`config.mk`:
```
export PLATFORM = sky130hd
export DESIGN_NAME = alu_seq_ctrl
export DESIGN_NICKNAME = d
export VERILOG_FILES = /design/src/rtl/alu_pkg.sv /design/src/rtl/alu_seq_ctrl_alu.sv /design/src/rtl/alu_seq_ctrl.sv
export SDC_FILE = /design/constraint.sdc
export NUM_CORES = 1
export LEC_CHECK = 0
export CAP_MARGIN = 5
export CORE_MARGIN = 2
export CORE_UTILIZATION = 56
export CTS_CLUSTER_SIZE = 14
export DETAILED_ROUTE_END_ITERATION = 12
export PLACE_DENSITY = 0.81
export RECOVER_POWER = 25
export SLEW_MARGIN = 20
export SYNTH_ARGS = -nofsm -noshare
export SYNTH_HDL_FRONTEND = slang
export SYNTH_SLANG_ARGS = --single-unit
```
`constraint.sdc`:
```
create_clock -name clk -period 13 [get_ports clk]
set_input_delay 2.6 -clock clk [delete_from_list [all_inputs] [get_ports clk]]
set_output_delay 2.6 -clock clk [all_outputs]
set_load 0.01 [all_outputs]
```
`src/rtl/alu_pkg.sv`:
```
// Shared encodings for the ALU sequencer: command codes, ALU opcodes, FSM states
// and NZCV bit positions.
package alu_pkg;

   localparam logic [3:0] CMD_ADD   = 4'd0;
   localparam logic [3:0] CMD_SUB   = 4'd1;
   localparam logic [3:0] CMD_ADC   = 4'd2;
   localparam logic [3:0] CMD_SBC   = 4'd3;
   localparam logic [3:0] CMD_AND   = 4'd4;
   localparam logic [3:0] CMD_ORR   = 4'd5;
   localparam logic [3:0] CMD_EOR   = 4'd6;
   localparam logic [3:0] CMD_ADD64 = 4'd7;
   localparam logic [3:0] CMD_SUB64 = 4'd8;

   localparam logic [3:0] OP_NOP = 4'b0000;
   localparam logic [3:0] OP_AND = 4'b0001;
   localparam logic [3:0] OP_ORR = 4'b0011;
   localparam logic [3:0] OP_EOR = 4'b0101;
   localparam logic [3:0] OP_ADD = 4'b0111;
   localparam logic [3:0] OP_SUB = 4'b1000;
   localparam logic [3:0] OP_ADC = 4'b1001;
   localparam logic [3:0] OP_SBC = 4'b1010;

   typedef enum logic [1:0] {
      ST_IDLE    = 2'd0,
      ST_EXEC_LO = 2'd1,
      ST_EXEC_HI = 2'd2,
      ST_RESP    = 2'd3
   } state_t;

   localparam int FL_N = 3;
   localparam int FL_Z = 2;
   localparam int FL_C = 1;
   localparam int FL_V = 0;

   function automatic logic cmd_legal(input logic [3:0] cmd);
      return cmd <= CMD_SUB64;
   endfunction

   function automatic logic cmd_logical(input logic [3:0] cmd);
      return (cmd == CMD_AND) || (cmd == CMD_ORR) || (cmd == CMD_EOR);
   endfunction

   function automatic logic cmd_wide(input logic [3:0] cmd);
      return (cmd == CMD_ADD64) || (cmd == CMD_SUB64);
   endfunction

endpackage

```
`src/rtl/alu_seq_ctrl_alu.sv`:
```
// 32-bit combinational ALU with MSB-first vectors. For SUB/SBC the carry in and
// carry out are borrows, so subtract chains propagate borrow directly.
module ALU
   import alu_pkg::*;
(
   input  logic [3:0]  op,
   input  logic [0:31] a,
   input  logic [0:31] b,
   input  logic        ci,
   output logic [0:31] y,
   output logic        n,
   output logic        z,
   output logic        c,
   output logic        v
);

   logic [32:0] ext;

   always_comb begin
      ext = '0;
      y   = '0;
      c   = 1'b0;
      v   = 1'b0;
      case (op)
         OP_ADD, OP_ADC: begin
            ext = {1'b0, a} + {1'b0, b} + {32'd0, (op == OP_ADC) & ci};
            y   = ext[31:0];
            c   = ext[32];
            v   = (a[0] == b[0]) && (y[0] != a[0]);
         end
         OP_SUB, OP_SBC: begin
            // Bit 32 of the 33-bit wrap-around difference is the borrow out.
            ext = {1'b0, a} - {1'b0, b} - {32'd0, (op == OP_SBC) & ci};
            y   = ext[31:0];
            c   = ext[32];
            v   = (a[0] != b[0]) && (y[0] != a[0]);
         end
         OP_AND: y = a & b;
         OP_ORR: y = a | b;
         OP_EOR: y = a ^ b;
         default: y = '0;
      endcase
      n = y[0];
      z = ~|y;
   end

endmodule

```
`src/rtl/alu_seq_ctrl.sv`:
```
// Command sequencer for the 32-bit ALU: one pass for 32-bit commands, two chained
// passes for ADD64/SUB64, and owner of the architectural NZCV register.
module alu_seq_ctrl
   import alu_pkg::*;
#(
   parameter int TAG_W = 4
) (
   input  logic             clk,
   input  logic             reset_n,
   input  logic             req_valid,
   output logic             req_ready,
   input  logic [3:0]       req_cmd,
   input  logic [63:0]      req_a,
   input  logic [63:0]      req_b,
   input  logic             req_setflags,
   input  logic [TAG_W-1:0] req_tag,
   output logic             rsp_valid,
   input  logic             rsp_ready,
   output logic [63:0]      rsp_y,
   output logic [3:0]       rsp_flags,
   output logic [TAG_W-1:0] rsp_tag,
   output logic             rsp_illegal,
   output logic [3:0]       flags_q
);

   state_t           state, state_nx;
   logic [3:0]       cmd_r;
   logic [63:0]      a_r, b_r;
   logic             sf_r;
   logic [TAG_W-1:0] tag_r;
   logic             lo_co, lo_z;

   logic [3:0]  alu_op;
   logic [31:0] alu_a, alu_b, alu_y;
   logic        alu_ci, alu_n, alu_z, alu_c, alu_v;
   logic [3:0]  pass_flags;
   logic        accept;

   function automatic logic [3:0] cmd_op(input logic [3:0] cmd);
      case (cmd)
         CMD_ADD, CMD_ADD64: return OP_ADD;
         CMD_SUB, CMD_SUB64: return OP_SUB;
         CMD_ADC:            return OP_ADC;
         CMD_SBC:            return OP_SBC;
         CMD_AND:            return OP_AND;
         CMD_ORR:            return OP_ORR;
         CMD_EOR:            return OP_EOR;
         default:            return OP_NOP;
      endcase
   endfunction

   ALU u_alu (
      .op (alu_op),
      .a  (alu_a),
      .b  (alu_b),
      .ci (alu_ci),
      .y  (alu_y),
      .n  (alu_n),
      .z  (alu_z),
      .c  (alu_c),
      .v  (alu_v)
   );

   assign accept    = req_valid && req_ready;
   assign rsp_valid = (state == ST_RESP);

   always_ff @(posedge clk or negedge reset_n) begin
      if (!reset_n) state <= ST_IDLE;
      else          state <= state_nx;
   end

   always_comb begin
      state_nx = state;
      case (state)
         ST_IDLE:    if (accept) state_nx = cmd_legal(req_cmd) ? ST_EXEC_LO : ST_RESP;
         ST_EXEC_LO: state_nx = cmd_wide(cmd_r) ? ST_EXEC_HI : ST_RESP;
         ST_EXEC_HI: state_nx = ST_RESP;
         ST_RESP:    if (rsp_ready) state_nx = ST_IDLE;
         default:    state_nx = ST_IDLE;
      endcase
   end

   always_comb begin
      req_ready = (state == ST_IDLE);
      alu_op    = OP_NOP;
      alu_a     = '0;
      alu_b     = '0;
      alu_ci    = 1'b0;
      case (state)
         ST_EXEC_LO: begin
            alu_op = cmd_op(cmd_r);
            alu_a  = a_r[31:0];
            alu_b  = b_r[31:0];
            alu_ci = ((cmd_r == CMD_ADC) || (cmd_r == CMD_SBC)) & flags_q[FL_C];
         end
         ST_EXEC_HI: begin
            alu_op = (cmd_r == CMD_SUB64) ? OP_SBC : OP_ADC;
            alu_a  = a_r[63:32];
            alu_b  = b_r[63:32];
            alu_ci = lo_co;
         end
         default: ;
      endcase
      pass_flags[FL_N] = alu_n;
      pass_flags[FL_Z] = (state == ST_EXEC_HI) ? (lo_z & alu_z) : alu_z;
      pass_flags[FL_C] = cmd_logical(cmd_r) ? flags_q[FL_C] : alu_c;
      pass_flags[FL_V] = cmd_logical(cmd_r) ? flags_q[FL_V] : alu_v;
   end

   // Logical commands already carry the held C/V in pass_flags, so committing the
   // whole nibble only changes N and Z for them.
   always_ff @(posedge clk or negedge reset_n) begin
      if (!reset_n) begin
         cmd_r       <= '0;
         a_r         <= '0;
         b_r         <= '0;
         sf_r        <= 1'b0;
         tag_r       <= '0;
         lo_co       <= 1'b0;
         lo_z        <= 1'b0;
         rsp_y       <= '0;
         rsp_flags   <= '0;
         rsp_tag     <= '0;
         rsp_illegal <= 1'b0;
         flags_q     <= '0;
      end else begin
         case (state)
            ST_IDLE: if (accept) begin
               cmd_r <= req_cmd;
               a_r   <= req_a;
               b_r   <= req_b;
               sf_r  <= req_setflags;
               tag_r <= req_tag;
               if (!cmd_legal(req_cmd)) begin
                  rsp_y       <= '0;
                  rsp_flags   <= '0;
                  rsp_tag     <= req_tag;
                  rsp_illegal <= 1'b1;
               end
            end
            ST_EXEC_LO: begin
               rsp_y[31:0] <= alu_y;
               lo_co       <= alu_c;
               lo_z        <= alu_z;
               if (!cmd_wide(cmd_r)) begin
                  rsp_y[63:32] <= '0;
                  rsp_flags    <= pass_flags;
                  rsp_tag      <= tag_r;
                  rsp_illegal  <= 1'b0;
                  if (sf_r) flags_q <= pass_flags;
               end
            end
            ST_EXEC_HI: begin
               rsp_y[63:32] <= alu_y;
               rsp_flags    <= pass_flags;
               rsp_tag      <= tag_r;
               rsp_illegal  <= 1'b0;
               if (sf_r) flags_q <= pass_flags;
            end
            default: ;
         endcase
      end
   end

endmodule

```
# After elaboration in Yosys (flattened, before gate mapping)
# Memory sizes are Yosys's and may differ from the RTL's.
# Cells that the tools add are included.
[op_classes]
addsub = 4
n_mux = 36
eq_ne = 25
order_cmp = 1
reduce_logical = 20
bitwise_logic = 7
[op_table]
columns = ["cell", "count"]
rows = [
  ["$pmux 32 s2", 3],
  ["$pmux 32 s5", 1],
  ["$mux 64", 2],
  ["$pmux 32 s3", 1],
  ["$add 32x32->33", 1],
  ["$add 33x1->33", 1],
  ["$sub 32x32->33", 1],
  ["$sub 33x1->33", 1],
  ["$and 32x32->32", 1],
  ["$mux 32", 1],
  ["$mux 4", 8],
  ["$or 32x32->32", 1],
  ["$reduce_or 32->1", 1],
  ["$xor 32x32->32", 1],
  ["$eq 4x3->1 const B", 6],
  ["$pmux 4 s3", 2],
  ["$eq 4x4->1 const B", 4],
  ["$pmux 4 s2", 2],
  ["$eq 4x2->1 const B", 3],
  ["$mux 2", 4],
  ["$pmux 2 s4", 1],
  ["$mux 1", 7],
  ["$pmux 1 s2", 3],
  ["$reduce_and 2->1", 3],
  ["other kinds (19)", 34],
]
[totals]
memories = 1
regBits = 218
output_inout_bits = 79
mem_bits_ro = 64
wordCells = 108
[mem_list]
columns = ["name", "words", "word_bits", "read_ports", "rd_ports_with_merged_regs", "wr", "line_no", "text"]
rows = [
  ["(no name shown)", 16, 4, 1, 0, 0, "alu_seq_ctrl.sv:40", "case (cmd)"],
]

# Logic depth before layout (Yosys ltp)
# Gate-level depths: netlist of the first run.
[logic_depth]
ltp_word = 14
mapped_depth = 22
depth_no_buf = 20

# Cells and area by module
# From an unflattened synthesis of the first run, not the netlist that was laid out.
[unflattened]
hier_cells = 1607
hier_area_um2 = 15523.6
[by_module_without_submodules]
columns = ["mod", "cells_each", "seq_area_each_um2", "area_per_inst_um2", "n_inst"]
rows = [
  ["alu_seq_ctrl", 756, 5455.2, 9789.4, 1],
  ["ALU", 851, 0.0, 5734.2, 1],
]

# Worst setup path after synthesis of the first run
# OpenSTA, ideal clock, no wires.
[synth_timing]
kind = "register to register"
start = "register state[1]"
end = "register rsp_flags[2]"
n_path_buf = 5
path_slack_ns = 8.294
path_stages_with_launch = 23
setup_ns = 0.077
arrival_ns = 4.630
path_cell_list = "dfrtp_1 -> inv_1 -> ha_1 -> buf_2 -> clkbuf_1 -> clkbuf_1 -> a22o_1 -> nand2_1 -> ha_1 -> clkbuf_1 -> inv_1 -> ha_1 -> clkbuf_1 -> a21oi_1 -> o31ai_1 -> a31oi_1 -> o211ai_1 -> o21ai_0 -> a221o_1 -> nor2_1 -> nor4b_1 -> nand4_1 -> o21ai_1"
[synth_via]
elab_chain_cells = 12
word_cells_on_any_way = 38
[synth_rtl]
columns = ["element", "line_no", "text"]
rows = [
  ["start: declaration", "alu_seq_ctrl.sv:26", "state_t state, state_nx;"],
  ["start signal: assignment", "alu_seq_ctrl.sv:69", "else state <= state_nx;"],
  ["branches (longest 12 deep; another with $sub 32x32->33)", "n/a", ""],
  ["end signal: assignment", "alu_seq_ctrl.sv:147", "rsp_flags <= pass_flags;"],
  ["end signal: assignment", "alu_seq_ctrl.sv:155", "rsp_flags <= pass_flags;"],
  ["end: declaration", "alu_seq_ctrl.sv:20", "output logic [3:0] rsp_flags,"],
]
# Parallel ways; which one is timed is not known. The select of a mux whose other input is x is not followed.
# A chain may end at the register's enable or synchronous reset.

==> reports/qor.csv, run 1 <==
stage,metric,value,unit
timing,clock_skew,14.3,ps
floorplan,die_w,172,um
detailed_routing,drtPass1Iterations,5,
setup_path,worstSetupPathType,in2async,
setup_path,max_stage_delay,2980,ps
cells_and_area,layout_commonest_cell,dfrtp_1,
detailed_routing,drtIter0Drc,1427,
detailed_routing,route.detailed.drc,0,
floorplan,rows,61,
logic_synthesis,yosys-top-cells-area,"dfrtp_1 34%, ha_1 10%, mux2_2 10%, a22o_1 4.7%, nand2_1 3.7%",
timing,tightest_slew,4040,ps
setup_path,endpoint_kind,async pin,
clock_tree,cts_setup_buffers,0,
cells_and_area,final_cell_mix,"218 x dfrtp_1, 216 x clkdlybuf4s50_1, 154 x nand2_1, 144 x inv_1, 141 x mux2_2",
timing,slew_violations,223,
timing,rsz0062_at_grt,no,
logic_synthesis,yosysWarnings,0,
clock_tree,clkLatencyLatePin,530,ps
floorplan,dieArea,29700,sq um
logic_synthesis,synth_top_family_by_area,compound AO/OA/AOI/OAI gates,
setup_path,crit_family,buffers and inverters,
logic_synthesis,async_flop_share,1.00,
floorplan,io_pins,220,
timing,holdWs,475,ps
cells_and_area,fillCellCount,2098,
clock_tree,cts_buffer_depth,3,
timing,fmax,0.120,GHz
logic_synthesis,synth_top_area_cell,dfrtp_1,
setup_path,required,12700,ps
logic_synthesis,yosys.area.top_type_share,0.344,
grt,grt_pass1_wl,80600,um
grt,grt_usage,0.355,
logic_synthesis,yosys.area_share.simple,0.136,
setup_path,cp.arrival,8020,ps
place,io_buffers,219,
logic_synthesis,synth_edf_count,0,
detailed_routing,vias,14420,
logic_synthesis,synth_xor_area_frac,0.0221,
timing,layout_min_cycle_time,8320,ps
setup_path,critPathSlowestCell,clkbuf_1,
grt,grt_pass1_vias,13871,
logic_synthesis,syn-cell-area,15900,sq um
timing,final.setup.tns,0,ps
clock_tree,numCtsBuffers,22,
logic_synthesis,synthAdderAreaFrac,0.110,
flow_run,maxCapViolCount,3,
floorplan,floorplan.core_area,27900,sq um
floorplan,die_h,172,um
clock_tree,clock-sinks,218,
setup_path,critical_path_buf_inv_count,2,
cells_and_area,antenna_cells,0,
cells_and_area,drive_above_1_share,0.119,
clock_tree,cts_tree,built,
floorplan,start_util,0.570,
place,gp_congestion,1.08,
grt,antenna_found_initial,0,
grt,grt_max_degree,81,
logic_synthesis,synth_mux_area_frac,0.109,
clock_tree,cts_root_buffer,clkbuf_16,
logic_synthesis,syn-instance-count,1720,
setup_path,crit_fanout,78,
clock_tree,ctsHtreeMaxLevel,1,
logic_synthesis,yosysSeqAreaShare,0.344,
clock_tree,hold_buffers,0,
status,violations,"max-capacitance violations, max-slew violations",
detailed_routing,wirelength,53300,um
clock_tree,clk_pin_slew_worst_paths,60,ps
detailed_routing,ant_nets,0,
logic_synthesis,synth-compound-area-share,0.219,
place,dp_hpwl,41500,um
timing,finalHoldViolCount,0,
timing,max_slew_margin,-1.70,
logic_synthesis,synth_seq_cells,218,
status,status,"complete, but fails checks",
cells_and_area,num-nets-final,2155,
detailed_routing,routed_via_density,6.36,
detailed_routing,wl_per_cell,23.5,um
worst_hold_path,hp-class,reg2reg,
setup_path,start_kind,primary input,
cells_and_area,syn2layout_area_growth,19.3,%
logic_synthesis,synth_nets,1998,
logic_synthesis,synth_area_per_cell,9.23,sq um
setup_path,critPathMostFrequentCell,clkbuf_1,
logic_synthesis,yosysUniqueCellTypes,87,
timing,setup_violations,0,
timing,period_share,0.640,
clock_tree,cts_resized,0,
setup_path,cp_cell_sequence,clkbuf_1 > clkbuf_1,
logic_synthesis,ys.flop_type,dfrtp_1,
grt,gr-total-overflow,0,
==> flip-flops by register name, indices dropped and copies added, names as in the netlist <==
signal,count
a_r,64
b_r,64
rsp_y,64
cmd_r,4
flags_q,4
rsp_flags,4
rsp_tag,4
tag_r,4
state,2
lo_co,1
lo_z,1
rsp_illegal,1
sf_r,1
==> per-stage QoR <==
stage / area, sq um / util / setup WS [ps] / cells
after floorplan: 15900 / - / 8290 / 1720
after global placement: 18300 / 0.656 / 6970 / 2231
after detailed placement: 18300 / 0.656 / 6800 / 2231
after CTS: 19000 / 0.680 / 6780 / 2267
after global routing: 18900 / 0.680 / 3300 / 2267
final: 18900 / 0.680 / 4680 / 2267
==> Yosys cell counts (19+ instances only) <==
cell	instances
a21oi_1	85
a22o_1	85
and2_1	29
buf_2	21
clkbuf_1	71
dfrtp_1	218
ha_1	133
inv_1	144
mux2_2	141
nand2_1	155
nand3_1	34
nor2_1	80
nor3_1	22
o21ai_0	98
o31ai_1	19
xnor2_1	29
==> logic make-up after synthesis <==
family          after synthesis
compound gates              490
mux                         155
simple gates                434
flops                       218
buf+inv                     246
xor+xnor                     40
fa+ha+maj                   137
==> worst register-to-register path, stage by stage (launching register included) <==
cell,delay [ps]
dfrtp_1,420
inv_1,120
ha_2,280
buf_4,620
nand2b_1,280
o31ai_4,280
buf_4,330
nor3_2,90
buf_4,220
nand2_1,110
fa_1,220
inv_1,70
fa_1,460
a211o_1,320
a21oi_1,370
nor3b_1,180
nor2_1,230
o21bai_1,130
xnor2_1,130
a221oi_1,620
and4_1,350
nand4_1,220
o21ai_1,200
==> layout make-up <==
type	count	area (sq um)	share of cell area
clock buffers	30	621	0.0328
clock inverters	6	43.8	0.00231
inverters	144	541	0.0285
multi-input cells	1256	9500	0.502
flip-flops and latches	218	5460	0.288
well taps	378	473	0.0250
repair buffers	235	2300	0.121
==> per-layer routing <==
metal | share of wire | routed length, um | track usage | up-vias
met5 | 0 | 0 | 0 | -
met4 | 0.025 | 1340 | 0.0990 | 0
met3 | 0.088 | 4710 | 0.0680 | 98
met2 | 0.45 | 24100 | 0.567 | 762
met1 | 0.43 | 23200 | 0.494 | 7048
li1 | - | - | - | 6512
==> path summary, 6_finish.rpt <==
kind	from	to	slack, ps	cells after the start
max	reset_n	a_r[29]	4680	2
min	rsp_y[21]	rsp_y[21]	480	2
max reg2reg	state[1]	flags_q[2]	6660	22
min reg2reg	rsp_y[21]	rsp_y[21]	480	2
max in group clk	state[1]	flags_q[2]	6660	22
min in group asynchronous	reset_n	rsp_y[17]	3220	1
Power of run 1 is not shown: default switching activity piles up to over one toggle a cycle in this logic, so the estimate is an artifact.
==> run 2, diff against run 1 <==
CORE_UTILIZATION = 51   (was 56)
PLACE_DENSITY = 0.78   (was 0.81)
clock period = 7.05 ns   (was 13 ns; I/O delays follow)
==> reports/qor.csv, run 2 (synthesis gave the netlist of run 1 again) <==
stage,metric,value,unit
status,status,"complete, but fails checks",
status,violations,"max-capacitance violations, max-slew violations",
cells_and_area,fillCellCount,2570,
clock_tree,ctsHtreeMaxLevel,1,
detailed_routing,ant_nets,0,
setup_path,cp.arrival,6520,ps
cells_and_area,num-nets-final,2169,
floorplan,io_pins,220,
cells_and_area,antenna_cells,0,
clock_tree,clkLatencyLatePin,520,ps
grt,antenna_found_initial,1,
place,gp_congestion,1.06,
grt,grt_max_degree,115,
setup_path,start_kind,register,
floorplan,rows,64,
place,place_inst,2263,
floorplan,start_util,0.519,
timing,tightest_slew,4780,ps
grt,grt_pass1_wl,82100,um
detailed_routing,wl_per_cell,23.3,um
timing,final.setup.tns,0,ps
clock_tree,cts_tree,built,
flow_run,maxCapViolCount,1,
clock_tree,cts_setup_buffers,0,
setup_path,worstSetupPathType,reg2reg,
setup_path,critPathSlowestCell,ha_2,
setup_path,cp_cell_sequence,inv_1 > ha_2 > buf_4 > nand2b_1 > nor3_1 > nand2_1 > a21oi_1 > and3_1 > fa_1 > fa_1 > nor3b_1 > o21ai_1 > o2111ai_1 > a21oi_1 > or2_2 > a211o_1 > nor3_1 > and4_1 > nand4_1 > o22ai_1,
floorplan,die_h,180,um
setup_path,r2r-start,state[1],
detailed_routing,vias,14311,
timing,layout_min_cycle_time,6080,ps
timing,clock_skew,9.35,ps
cells_and_area,syn2layout_area_growth,20.7,%
clock_tree,cts_root_buffer,clkbuf_16,
timing,finalHoldViolCount,0,
clock_tree,cts_resized,0,
setup_path,crit_fanout,35,
cells_and_area,reg.largest.list,"a_r (64), b_r (64), rsp_y (64)",
timing,slew_violations,105,
grt,grt_pass1_vias,13902,
cells_and_area,drive_above_1_share,0.125,
setup_path,crit_start,state[1],
detailed_routing,wirelength,53600,um
floorplan,floorplan.core_area,30600,sq um
setup_path,required,7490,ps
timing,fmax,0.164,GHz
clock_tree,numCtsBuffers,22,
cells_and_area,final_cell_mix,"218 x dfrtp_1, 218 x clkdlybuf4s50_1, 154 x nand2_1, 144 x inv_1, 141 x mux2_2",
clock_tree,clock-sinks,218,
worst_hold_path,worstHoldStart,rsp_y[51],
clock_tree,cts_buffer_depth,3,
detailed_routing,drtIter0Drc,1014,
clock_tree,hold_buffers,0,
timing,rsz0062_at_grt,no,
timing,period_share,0.863,
floorplan,dieArea,32500,sq um
timing,setup_violations,0,
grt,gr-total-overflow,0,
floorplan,die_w,180,um
detailed_routing,route.detailed.drc,0,
place,dp_hpwl,42100,um
setup_path,max_stage_delay,710,ps
clock_tree,clk_pin_slew_worst_paths,60,ps
worst_hold_path,hp-class,reg2reg,
grt,grt_usage,0.320,
place,io_buffers,219,
cells_and_area,stdcell_count,2299,
detailed_routing,drtPass1Iterations,8,
timing,max_slew_margin,-2.19,
detailed_routing,routed_via_density,6.22,
setup_path,endpoint_kind,register,
## run 2: routing by layer
| layer | up-vias | share of wire | GRT usage |
|---|---|---|---|
| met5 | - | 0.00034 | 0 |
| met4 | 2 | 0.021 | 0.0742 |
| met3 | 94 | 0.081 | 0.0521 |
| met2 | 669 | 0.46 | 0.514 |
| met1 | 6997 | 0.44 | 0.456 |
| li1 | 6549 | - | - |
## run 2: critical path: cells and delay by family (launching register included)
family | cells | cell delay (ps)
buf+inv | 2 | 450
flops | 1 | 410
simple gates | 9 | 2370
compound gates | 6 | 1570
fa+ha+maj | 3 | 1180
## run 2: metrics by stage
stage           util  instance area [sq um]  setup WS, ps  hold slack [ps]
6_report       0.626                  19100           967              477
2_1_floorplan      -                  15900          2340              470
3_3_place_gp   0.602                  18400          1150              461
3_5_place_dp   0.602                  18400          1120              470
4_1_cts        0.626                  19200          1080              483
5_1_grt        0.626                  19100           405              501
## run 2: final timing paths
kind	endpoint	slack, ps	cells after the start
max	lo_z	970	20
min	rsp_y[51]	480	2
max reg2reg	lo_z	970	20
min reg2reg	rsp_y[51]	480	2
max in group asynchronous	b_r[35]	1510	1
min in group asynchronous	b_r[51]	2800	1
## run 2: area by class of cell
cell class | count | area (sq um) | share of cell area
Multi-Input combinational cell | 1256 | 9490 | 0.496
Sequential cell | 218 | 5460 | 0.285
Timing Repair Buffer | 249 | 2430 | 0.127
Clock buffer | 31 | 636 | 0.0332
Inverter | 144 | 541 | 0.0282
Tap cell | 396 | 495 | 0.0259
Clock inverter | 5 | 100 | 0.00523
Power of run 2 is left out for the same reason.
